<file path="src/rtl/decode_regfile_stage_if.sv">
// Bus between the decode/register-read stage and its neighbours: fetch-side
// instruction handshake, writeback port, execute load tag and the decoded bundle.
interface decode_regfile_stage_if #(
  parameter int WIDTH = 16
);
  // fetch side
  logic             in_valid;
  logic             in_ready;
  logic [15:0]      in_instr;
  logic [WIDTH-1:0] in_pc;
  // writeback port
  logic             wb_en;
  logic [2:0]       wb_addr;
  logic [WIDTH-1:0] wb_data;
  // load currently in execute
  logic             ex_load_valid;
  logic [2:0]       ex_load_rd;
  // decoded bundle to execute
  logic             out_valid;
  logic             out_ready;
  logic [WIDTH-1:0] alu1;
  logic [WIDTH-1:0] alu2;
  logic [WIDTH-1:0] address;
  logic [WIDTH-1:0] storedata;
  logic [WIDTH-1:0] pc_out;
  logic [3:0]       opcode;
  logic [2:0]       regaddress;
  logic             writereg;
  logic [1:0]       memwrite;
  logic             isbranch;
  logic [2:0]       cond;
  logic             halt;

  // surrounding pipeline view
  modport master (
    output in_valid, in_instr, in_pc, wb_en, wb_addr, wb_data,
           ex_load_valid, ex_load_rd, out_ready,
    input  in_ready, out_valid, alu1, alu2, address, storedata, pc_out,
           opcode, regaddress, writereg, memwrite, isbranch, cond, halt
  );

  // decode stage view
  modport slave (
    input  in_valid, in_instr, in_pc, wb_en, wb_addr, wb_data,
           ex_load_valid, ex_load_rd, out_ready,
    output in_ready, out_valid, alu1, alu2, address, storedata, pc_out,
           opcode, regaddress, writereg, memwrite, isbranch, cond, halt
  );
endinterface

</file>
<file path="src/rtl/decode_regfile_stage.sv">
// Decode / register-read stage: 8-entry register file, one 16-bit instruction
// decoded per cycle into a registered valid/ready bundle for execute.
// Handles writeback bypass, load-use stall and a sticky halt.
module decode_regfile_stage #(
  parameter int WIDTH   = 16,
  parameter bit ZERO_R0 = 1'b0,
  parameter bit BYPASS  = 1'b1
) (
  input logic                  clock,
  input logic                  reset,
  decode_regfile_stage_if.slave bus
);

  typedef struct packed {
    logic [WIDTH-1:0] alu1;
    logic [WIDTH-1:0] alu2;
    logic [WIDTH-1:0] address;
    logic [WIDTH-1:0] storedata;
    logic [WIDTH-1:0] pc;
    logic [3:0]       opcode;
    logic [2:0]       regaddress;
    logic             writereg;
    logic [1:0]       memwrite;
    logic             isbranch;
    logic [2:0]       cond;
  } bundle_t;

  logic [7:0][WIDTH-1:0] regs;
  logic [7:0][WIDTH-1:0] view;   // register values as seen by this cycle's reads

  bundle_t          nxt, out_q;
  logic             out_vld, halt_q, rdy_q;
  logic [7:0]       use_mask;    // registers the instruction actually reads
  logic             is_hlt;
  logic [1:0]       cls;
  logic [2:0]       fa, fb;
  logic [3:0]       fop;
  logic [WIDTH-1:0] sext8;
  logic             hazard, advance, ready, take;

  // Read view: hard-zero r0 first, then same-cycle writeback forwarding.
  for (genvar k = 0; k < 8; k++) begin : g_view
    assign view[k] = (ZERO_R0 && k == 0) ? '0 :
                     (BYPASS && bus.wb_en && bus.wb_addr == 3'(k)) ? bus.wb_data :
                     regs[k];
  end

  // Register file write; r0 writes are dropped when it is hard-wired to zero.
  always_ff @(posedge clock) begin
    if (reset) begin
      regs <= '0;
    end else if (bus.wb_en && !(ZERO_R0 && bus.wb_addr == 3'd0)) begin
      regs[bus.wb_addr] <= bus.wb_data;
    end
  end

  assign cls   = bus.in_instr[15:14];
  assign fa    = bus.in_instr[13:11];
  assign fb    = bus.in_instr[10:8];
  assign fop   = bus.in_instr[7:4];
  assign sext8 = {{(WIDTH-8){bus.in_instr[7]}}, bus.in_instr[7:0]};

  // Instruction decode into the next bundle plus its source-register set.
  always_comb begin
    nxt      = '0;
    nxt.pc   = bus.in_pc;
    use_mask = 8'h00;
    is_hlt   = 1'b0;
    // all-zero word is a NOP rather than LD r0,0(r0)
    if (bus.in_instr != 16'h0000) begin
      case (cls)
        2'd3: begin // ALU
          nxt.alu1       = view[fa];
          nxt.opcode     = fop;
          nxt.alu2       = (fop <= 4'd8) ? view[fb] : {{(WIDTH-4){1'b0}}, bus.in_instr[3:0]};
          nxt.writereg   = !(fop == 4'd5 || fop >= 4'd12);
          nxt.regaddress = fb;
          use_mask[fa]   = 1'b1;
          if (fop <= 4'd8) use_mask[fb] = 1'b1;
          is_hlt         = (fop == 4'd15);
        end
        2'd0: begin // LD
          nxt.regaddress = fa;
          nxt.address    = view[fb] + sext8;
          nxt.writereg   = 1'b1;
          nxt.memwrite   = 2'b01;
          use_mask[fb]   = 1'b1;
        end
        2'd1: begin // ST
          nxt.address    = view[fb] + sext8;
          nxt.storedata  = view[fa];
          nxt.memwrite   = 2'b10;
          use_mask[fb]   = 1'b1;
          use_mask[fa]   = 1'b1;
        end
        default: begin // class 2: LI / B / Bcc, rest are NOPs
          case (fa)
            3'b000: begin
              nxt.alu1       = sext8;
              nxt.opcode     = 4'd6;
              nxt.regaddress = fb;
              nxt.writereg   = 1'b1;
            end
            3'b100: begin
              nxt.isbranch = 1'b1;
              nxt.address  = sext8;
            end
            3'b111: begin
              nxt.isbranch = 1'b1;
              nxt.cond     = fb;
              nxt.address  = sext8;
            end
            default: ;
          endcase
        end
      endcase
    end
  end

  assign hazard  = bus.ex_load_valid && use_mask[bus.ex_load_rd];
  assign advance = !out_vld || bus.out_ready;
  // rdy_q holds ready low for the first cycle out of reset
  assign ready   = advance && !hazard && !halt_q && rdy_q;
  assign take    = bus.in_valid && ready;

  // Output register: load on transfer, bubble on a free slot, hold otherwise.
  always_ff @(posedge clock) begin
    if (reset) begin
      out_q   <= '0;
      out_vld <= 1'b0;
      halt_q  <= 1'b0;
      rdy_q   <= 1'b0;
    end else begin
      rdy_q <= 1'b1;
      if (take) begin
        out_q   <= nxt;
        out_vld <= 1'b1;
        if (is_hlt) halt_q <= 1'b1;
      end else if (advance) begin
        out_vld <= 1'b0;
      end
    end
  end

  assign bus.in_ready   = ready;
  assign bus.out_valid  = out_vld;
  assign bus.alu1       = out_q.alu1;
  assign bus.alu2       = out_q.alu2;
  assign bus.address    = out_q.address;
  assign bus.storedata  = out_q.storedata;
  assign bus.pc_out     = out_q.pc;
  assign bus.opcode     = out_q.opcode;
  assign bus.regaddress = out_q.regaddress;
  assign bus.writereg   = out_q.writereg;
  assign bus.memwrite   = out_q.memwrite;
  assign bus.isbranch   = out_q.isbranch;
  assign bus.cond       = out_q.cond;
  assign bus.halt       = halt_q;

endmodule

</file>
<file path="src/flat_wrapper.sv">
// flat-port wrapper written by rule: the top's interface ports become plain ports
module decode_regfile_stage_flat 
#(
  parameter int WIDTH   = 16,
  parameter bit ZERO_R0 = 1'b0,
  parameter bit BYPASS  = 1'b1
)
  (clock, reset, bus_in_valid, bus_in_instr, bus_in_pc, bus_wb_en, bus_wb_addr, bus_wb_data, bus_ex_load_valid, bus_ex_load_rd, bus_out_ready, bus_in_ready, bus_out_valid, bus_alu1, bus_alu2, bus_address, bus_storedata, bus_pc_out, bus_opcode, bus_regaddress, bus_writereg, bus_memwrite, bus_isbranch, bus_cond, bus_halt);
  decode_regfile_stage_if #(.WIDTH(WIDTH)) bus_i ();
  input logic clock;
  input logic reset;
  input wire logic [$bits(bus_i.in_valid)-1:0] bus_in_valid;
  input wire logic [$bits(bus_i.in_instr)-1:0] bus_in_instr;
  input wire logic [$bits(bus_i.in_pc)-1:0] bus_in_pc;
  input wire logic [$bits(bus_i.wb_en)-1:0] bus_wb_en;
  input wire logic [$bits(bus_i.wb_addr)-1:0] bus_wb_addr;
  input wire logic [$bits(bus_i.wb_data)-1:0] bus_wb_data;
  input wire logic [$bits(bus_i.ex_load_valid)-1:0] bus_ex_load_valid;
  input wire logic [$bits(bus_i.ex_load_rd)-1:0] bus_ex_load_rd;
  input wire logic [$bits(bus_i.out_ready)-1:0] bus_out_ready;
  output wire logic [$bits(bus_i.in_ready)-1:0] bus_in_ready;
  output wire logic [$bits(bus_i.out_valid)-1:0] bus_out_valid;
  output wire logic [$bits(bus_i.alu1)-1:0] bus_alu1;
  output wire logic [$bits(bus_i.alu2)-1:0] bus_alu2;
  output wire logic [$bits(bus_i.address)-1:0] bus_address;
  output wire logic [$bits(bus_i.storedata)-1:0] bus_storedata;
  output wire logic [$bits(bus_i.pc_out)-1:0] bus_pc_out;
  output wire logic [$bits(bus_i.opcode)-1:0] bus_opcode;
  output wire logic [$bits(bus_i.regaddress)-1:0] bus_regaddress;
  output wire logic [$bits(bus_i.writereg)-1:0] bus_writereg;
  output wire logic [$bits(bus_i.memwrite)-1:0] bus_memwrite;
  output wire logic [$bits(bus_i.isbranch)-1:0] bus_isbranch;
  output wire logic [$bits(bus_i.cond)-1:0] bus_cond;
  output wire logic [$bits(bus_i.halt)-1:0] bus_halt;
  assign bus_i.in_valid = bus_in_valid;
  assign bus_i.in_instr = bus_in_instr;
  assign bus_i.in_pc = bus_in_pc;
  assign bus_i.wb_en = bus_wb_en;
  assign bus_i.wb_addr = bus_wb_addr;
  assign bus_i.wb_data = bus_wb_data;
  assign bus_i.ex_load_valid = bus_ex_load_valid;
  assign bus_i.ex_load_rd = bus_ex_load_rd;
  assign bus_i.out_ready = bus_out_ready;
  assign bus_in_ready = bus_i.in_ready;
  assign bus_out_valid = bus_i.out_valid;
  assign bus_alu1 = bus_i.alu1;
  assign bus_alu2 = bus_i.alu2;
  assign bus_address = bus_i.address;
  assign bus_storedata = bus_i.storedata;
  assign bus_pc_out = bus_i.pc_out;
  assign bus_opcode = bus_i.opcode;
  assign bus_regaddress = bus_i.regaddress;
  assign bus_writereg = bus_i.writereg;
  assign bus_memwrite = bus_i.memwrite;
  assign bus_isbranch = bus_i.isbranch;
  assign bus_cond = bus_i.cond;
  assign bus_halt = bus_i.halt;
  decode_regfile_stage #(.WIDTH(WIDTH), .ZERO_R0(ZERO_R0), .BYPASS(BYPASS)) u_core (.clock(clock), .reset(reset), .bus(bus_i));
endmodule
</file>
<file path="config.mk">
export PLATFORM = sky130hd
export DESIGN_NAME = decode_regfile_stage_flat
export DESIGN_NICKNAME = d
export VERILOG_FILES = /design/src/rtl/decode_regfile_stage_if.sv /design/src/rtl/decode_regfile_stage.sv /design/src/flat_wrapper.sv
export SDC_FILE = /design/constraint.sdc
export NUM_CORES = 1
export LEC_CHECK = 0
export CORE_UTILIZATION = 60
export CTS_CLUSTER_DIAMETER = 50
export DETAILED_ROUTE_END_ITERATION = 8
export PLACE_DENSITY = 0.86
export REMOVE_ABC_BUFFERS = 1
export SLEW_MARGIN = 15
export SYNTH_ARGS = -nofsm -noshare
export SYNTH_HDL_FRONTEND = slang
export SYNTH_SLANG_ARGS = --single-unit
</file>
<file path="constraint.sdc">
create_clock -name clock -period 6.8 [get_ports clock]
set_input_delay 1.36 -clock clock [delete_from_list [all_inputs] [get_ports clock]]
set_output_delay 1.36 -clock clock [all_outputs]
set_load 0.03 [all_outputs]
</file>
Word-level counts from Yosys, hierarchy flattened. Index checks and enable logic that the tools add are counted. Widths: inputs -> output; s select.

Register bits: 225. Bits in latches: 0. Memory bits (writable): 0. Memory bits (read-only): 0. Input bits: 60. Output and inout bits: 97. Word-level logic and storage cells: 122. Memories: 0.

$add $sub $neg: 1. Multiply operators: 0. Divide/modulo/power cells: 0. $lt $le $gt $ge: 9. Equal/unequal tests: 13. Shift-type cells: 0. Multiplexer cells: 45. Bitwise logic cells: 1. Reduce and logical (&&, ||, !) cells: 31.

Operators with widths (count): $mux 16 (16); $bwmux 128 (1); $bmux 16 s3 (2); $mux 64 (1); $pmux 16 s2 (2); $demux 16 s3 (1); $pmux 8 s3 (1); $eq 3x3->1 const B (6); $add 16x16->16 (1); $logic_and 1x1->1 (16); $lt 3x4->1 const B (4); $mux 8 (2); $reduce_bool 16->1 (1); $mux 14 (1); $pmux 4 s3 (1); $ge 3x1->1 const B (3); $mux 1 (9); $or 8x8->8 (1); $pmux 4 s2 (1); $mux 7 (1); $demux 1 s3 (2); $eq 3x2->1 const B (2); $logic_not 3->1 (2); $eq 4x3->1 const B (1); other kinds (17) (22).

Logic depth before layout (Yosys ltp).
Depth in word-level cells: 17. Gate-level depth with buffers: 18. Gate-level depth less buffers: 15.

Worst setup path after synthesis. Ideal clock, no wire load.

Kind: input port to flip-flop. Start point: in bus_wb_addr[2]. End point: reg u_core.out_q (netlist bit u_core.bus.address[14]). Setup time: 0.127 ns. Data arrival time: 4.639 ns. Data required time: 6.673 ns. Slack: 2.034 ns. Cell stages on the path: 14. Buffers on the path: 2. Cell sequence: nor4b_1 -> buf_2 -> buf_2 -> mux2i_1 -> mux2i_1 -> mux4_2 -> ha_1 -> nand3_1 -> nand2_1 -> or2_2 -> a211o_1 -> a41oi_1 -> nor3_1 -> or3_1.

Cells in the longest elaborated chain, start to end: 8. Elaborated cells on any way between the ends: 29. Those cells by class: add/sub: 1; eq/ne: 7; mux: 12; reduce/logical: 9.

Ends and longest elaborated chain: start, declared (line flat_wrapper.sv:16) `input wire logic [$bits(bus_i.wb_addr)-1:0] bus_wb_addr;`; $eq 3x1->1 (tied with other cells) (line decode_regfile_stage.sv:44) `(BYPASS && bus.wb_en && bus.wb_addr == 3'(k)) ? bus.wb_data :`; $logic_and 1x1->1 (line decode_regfile_stage.sv:44); $mux 16 (line decode_regfile_stage.sv:44); $bmux 16 s3 (*) (line decode_regfile_stage.sv:84, decode_regfile_stage.sv:90); $mux 16 (not written as such) (*) (line decode_regfile_stage.sv:84, decode_regfile_stage.sv:90); $add 16x16->16 (*) (line decode_regfile_stage.sv:84, decode_regfile_stage.sv:90); $pmux 16 s2 (*) (line decode_regfile_stage.sv:71) `case (cls)`; $mux 64 (*) (line decode_regfile_stage.sv:70) `if (bus.in_instr != 16'h0000) begin`; end signal, assigned (line decode_regfile_stage.sv:136) `out_q <= nxt;`; end, declared (line decode_regfile_stage.sv:31) `bundle_t nxt, out_q;`.

Mark *: on every way between the ends. The rest lies on a longest branch, timed or not. The select of a mux whose other input is x is not followed. A chain may end at the register's enable or synchronous reset.

Worst setup path in the final report.
Start point: in bus_wb_addr[0]. End point: reg u_core.out_q (netlist bit u_core.bus.address[14]).

Same word-level chain as after synthesis.

==> results.py <==
metrics = {
    "logic_synthesis": {
        "yosysWarningCount": 0,
        "synthArstFlopShare_pct": 0,
        "avgSynthCellArea_um2": 8.44,
        "post_synth_instance_area_um2": 11400,
        "synthDominantAreaCellType": "sky130_fd_sc_hd__dfxtp_1",
        "synth_top_area_share_pct": 39.4,
        "synth_cell_type_count": 67,
        "synth_top_flop_cell": "sky130_fd_sc_hd__dfxtp_1",
        "synth_enable_flop_cells": 0,
        "ys_top_cells_by_area": "sky130_fd_sc_hd__dfxtp_1, sky130_fd_sc_hd__mux2i_1, sky130_fd_sc_hd__nand2_1, sky130_fd_sc_hd__nor2_1, sky130_fd_sc_hd__a21oi_1",
        "synthCells": 1353,
        "post_synthesis_sequential_area_ratio_pct": 39.4,
        "ys_seq_elements": 225,
    },
    "timing": {
        "fin_hold_ws_ps": 445,
        "min_period_over_period_pct": 82.1,
        "finClkSkew_ps": 15.2,
        "min_period_ps": 5580,
        "tightest_slew_ps": 1150,
        "hold_viol_final": 0,
        "setup_ws_ps": 1220,
        "grt_setup_unrepaired": "no",
        "timing.max_slew.rel_slack_pct": 23.3,
        "maxSlewViolCount": 0,
        "timing.fmax_mhz": 179,
        "setup-violations-final": 0,
    },
    "cts": {
        "worst_setup_hold_path_clk_slew_ps": 60,
        "cts-resized-gates": 0,
        "cts_hold_repair.buffers": 0,
        "clock_tree.htree_level_count": 1,
        "post_cts_buffers": 0,
        "cts_root_buf": "sky130_fd_sc_hd__clkbuf_16",
        "cts_buffer_depth": 3,
        "clkLatencyLatePin_ps": 550,
        "cts_made_buffers": 27,
        "cts_num_sinks": 225,
        "tritoncts": "done",
    },
    "place": {
        "dp_worst_setup_slack_ps": 793,
        "detailed_place.area_um2": 13000,
        "portBuffers": 156,
        "dpl.hpwl_mm": 24.5,
        "routabilityCongestion": 0.970,
    },
    "setup_path": {
        "timing.critical_path.arrival_ps": 6000,
        "critical_path.startpoint_type": "input pin",
        "critPathCaptureType": "register",
        "required_ps": 7220,
        "critical_path_peak_fanout": 13,
        "critical_path_class": "in2reg",
    },
    "global_route": {
        "global_route.usage.met2_pct": 59.8,
        "first_global_vias": 10700,
        "initial_antenna_violation_count": 1,
        "met1_demand_to_capacity_share_in_global_routing_pct": 49.5,
        "grt_use_met3_pct": 8.41,
        "global_route.overflow_total": 0,
        "globalRouteTotalUtil_pct": 37.6,
        "busiest_layer": "met2",
        "maximum_number_of_pins_on_one_net_before_global_route_repair": 97,
        "wire_length_of_the_first_global_routing_pass_mm": 58.4,
    },
    "power_and_ir_drop": {
        "power.static_leakage_nw": 5.68,
        "power.density_cell_area_nw_per_um2": 248,
        "post-layout-total-power_mw": 3.47,
        "max-vdd-ir-drop_mv": 0.195,
    },
    "layout": {
        "most-common-layout-cells": "sky130_fd_sc_hd__dfxtp_1, sky130_fd_sc_hd__nand2_1, sky130_fd_sc_hd__nor2_1",
        "layout_commonest_cell": "sky130_fd_sc_hd__dfxtp_1",
        "finish.instance_area_um2": 14000,
        "nNetsFinal": 1528,
        "area_growth_pct": 22.3,
        "layout-drive-gt1-share_pct": 8.32,
        "antenna-diode-count": 0,
    },
    "route": {
        "detail_route.vias_per_cell": 6.64,
        "vias": 11300,
        "totalWireLength_mm": 37.2,
        "detailedRoute.firstPassIterationCount": 6,
        "postRouteAntennaNets": 0,
        "drc_violation_total_after_the_first_tritonroute_iteration": 1524,
        "post-route-drc-count": 0,
        "wl_per_cell_um": 21.9,
    },
    "floorplan": {
        "num_io_pins": 157,
        "fp.dieH_um": 140,
        "fp.dieArea_um2": 19600,
        "floorplan.initialDensity_pct": 61.1,
        "core_region_area_um2": 18700,
        "dieWidth_um": 140,
        "placement_rows": 50,
    },
    "flow_run": {
        "max_cap_viols": 0,
    },
    "run_status": {
        "run_status": "completed",
    },
    "min_path": {
        "worst_min_delay_path_class": "reg2reg",
    },
}
[final timing paths]
path / startpoint / end / slack, ps / cells after the start
setup reg to reg: u_core.regs[32] / u_core.bus.address[14] / 3170 / 14
setup / recovery: bus_wb_addr[0] / u_core.bus.address[14] / 1220 / 15
hold reg to reg: u_core.bus.address[10] / u_core.bus.address[10] / 450 / 2
hold / removal: u_core.bus.address[10] / u_core.bus.address[10] / 450 / 2
[cell type report]
type                            instances  area (um2)
Clock buffer                           31         731
Clock inverter                         17         215
Fill cell                            1351        4740
Inverter                               16        60.1
Multi-Input combinational cell        991        6370
Sequential cell                       225        4500
Tap cell                              234         293
Timing Repair Buffer                  187        1790
[cells by family after synthesis]
group / after synthesis / synth area share [%]
AO/OA/AOI/OAI: 316 / 19.4
XOR/XNOR: 15 / 1.15
adder cells (fa/ha/maj): 20 / 2.26
buffers and inverters: 137 / 5.06
flip-flops: 225 / 39.4
multiplexers: 138 / 13.4
AND/OR/NAND/NOR: 502 / 19.3
[power breakdown]
group          switching, mW  internal, mW
Combinational          0.354         0.208
Sequential            0.0217          1.36
Clock                  0.600         0.926
Total                  0.976          2.49
[metal layers]
metal  vias to the layer above  wire length (um)
met5                         -                 0
met4                         0              1480
met3                       163              4470
met2                       779             16700
met1                      5289             14600
li1                       5059                 -
[cell usage after synthesis, types with 4 or more instances]
cell type	count
sky130_fd_sc_hd__a211oi_1	14
sky130_fd_sc_hd__a21o_1	4
sky130_fd_sc_hd__a21oi_1	89
sky130_fd_sc_hd__a221o_1	5
sky130_fd_sc_hd__a221oi_1	20
sky130_fd_sc_hd__a222oi_1	12
sky130_fd_sc_hd__a22o_1	23
sky130_fd_sc_hd__a22oi_1	31
sky130_fd_sc_hd__a311oi_1	12
sky130_fd_sc_hd__a31o_2	13
sky130_fd_sc_hd__a41oi_1	4
sky130_fd_sc_hd__and2_1	8
sky130_fd_sc_hd__and3_1	7
sky130_fd_sc_hd__buf_1	8
sky130_fd_sc_hd__buf_2	39
sky130_fd_sc_hd__clkbuf_1	71
sky130_fd_sc_hd__dfxtp_1	225
sky130_fd_sc_hd__ha_1	19
sky130_fd_sc_hd__inv_1	14
sky130_fd_sc_hd__mux2_2	5
sky130_fd_sc_hd__mux2i_1	122
sky130_fd_sc_hd__mux4_2	11
sky130_fd_sc_hd__nand2_1	209
sky130_fd_sc_hd__nand2b_1	7
sky130_fd_sc_hd__nand3_1	24
sky130_fd_sc_hd__nand4_1	19
sky130_fd_sc_hd__nor2_1	166
sky130_fd_sc_hd__nor2b_1	10
sky130_fd_sc_hd__nor3_1	19
sky130_fd_sc_hd__nor4_1	4
sky130_fd_sc_hd__o211ai_1	12
sky130_fd_sc_hd__o21ai_0	42
sky130_fd_sc_hd__o22ai_1	8
sky130_fd_sc_hd__or3_1	8
sky130_fd_sc_hd__xnor2_1	9
sky130_fd_sc_hd__xor2_1	6
[flip-flops by register name, summed over array words and instances, names as in the netlist]
signal	cells
u_core.bus.out_valid	1
u_core.bus.memwrite	2
u_core.bus.pc_out	16
u_core.bus.alu2	16
u_core.bus.alu1	16
u_core.bus.writereg	1
u_core.bus.halt	1
u_core.bus.storedata	16
u_core.bus.cond	3
u_core.bus.opcode	4
u_core.bus.address	16
u_core.bus.isbranch	1
u_core.bus.regaddress	3
u_core.regs	128
u_core.rdy_q	1
[metrics by stage]
stage               std cells  TNS [ps]  utilization (%)
detailed placement       1653         0             69.6
finish                   1701         0             74.7
CTS                      1701         0             74.7
floorplan                1232      -218                -
global route             1701         0             74.7
global placement         1653         0             69.5
[worst max-delay path, cell delays in order]
cell and delay [ps]:
sky130_fd_sc_hd__clkdlybuf4s50_1 720, sky130_fd_sc_hd__nand4b_1 550, sky130_fd_sc_hd__mux2i_1 280, sky130_fd_sc_hd__mux4_2 530, sky130_fd_sc_hd__nor2b_1 160, sky130_fd_sc_hd__nor3_2 350, sky130_fd_sc_hd__inv_1 110, sky130_fd_sc_hd__fa_1 440
sky130_fd_sc_hd__nand2b_1 200, sky130_fd_sc_hd__a21oi_1 230, sky130_fd_sc_hd__or2_2 190, sky130_fd_sc_hd__a211o_1 170, sky130_fd_sc_hd__a41oi_1 160, sky130_fd_sc_hd__and3_1 220, sky130_fd_sc_hd__or3_1 340
Power figures use the tool's default switching activity.
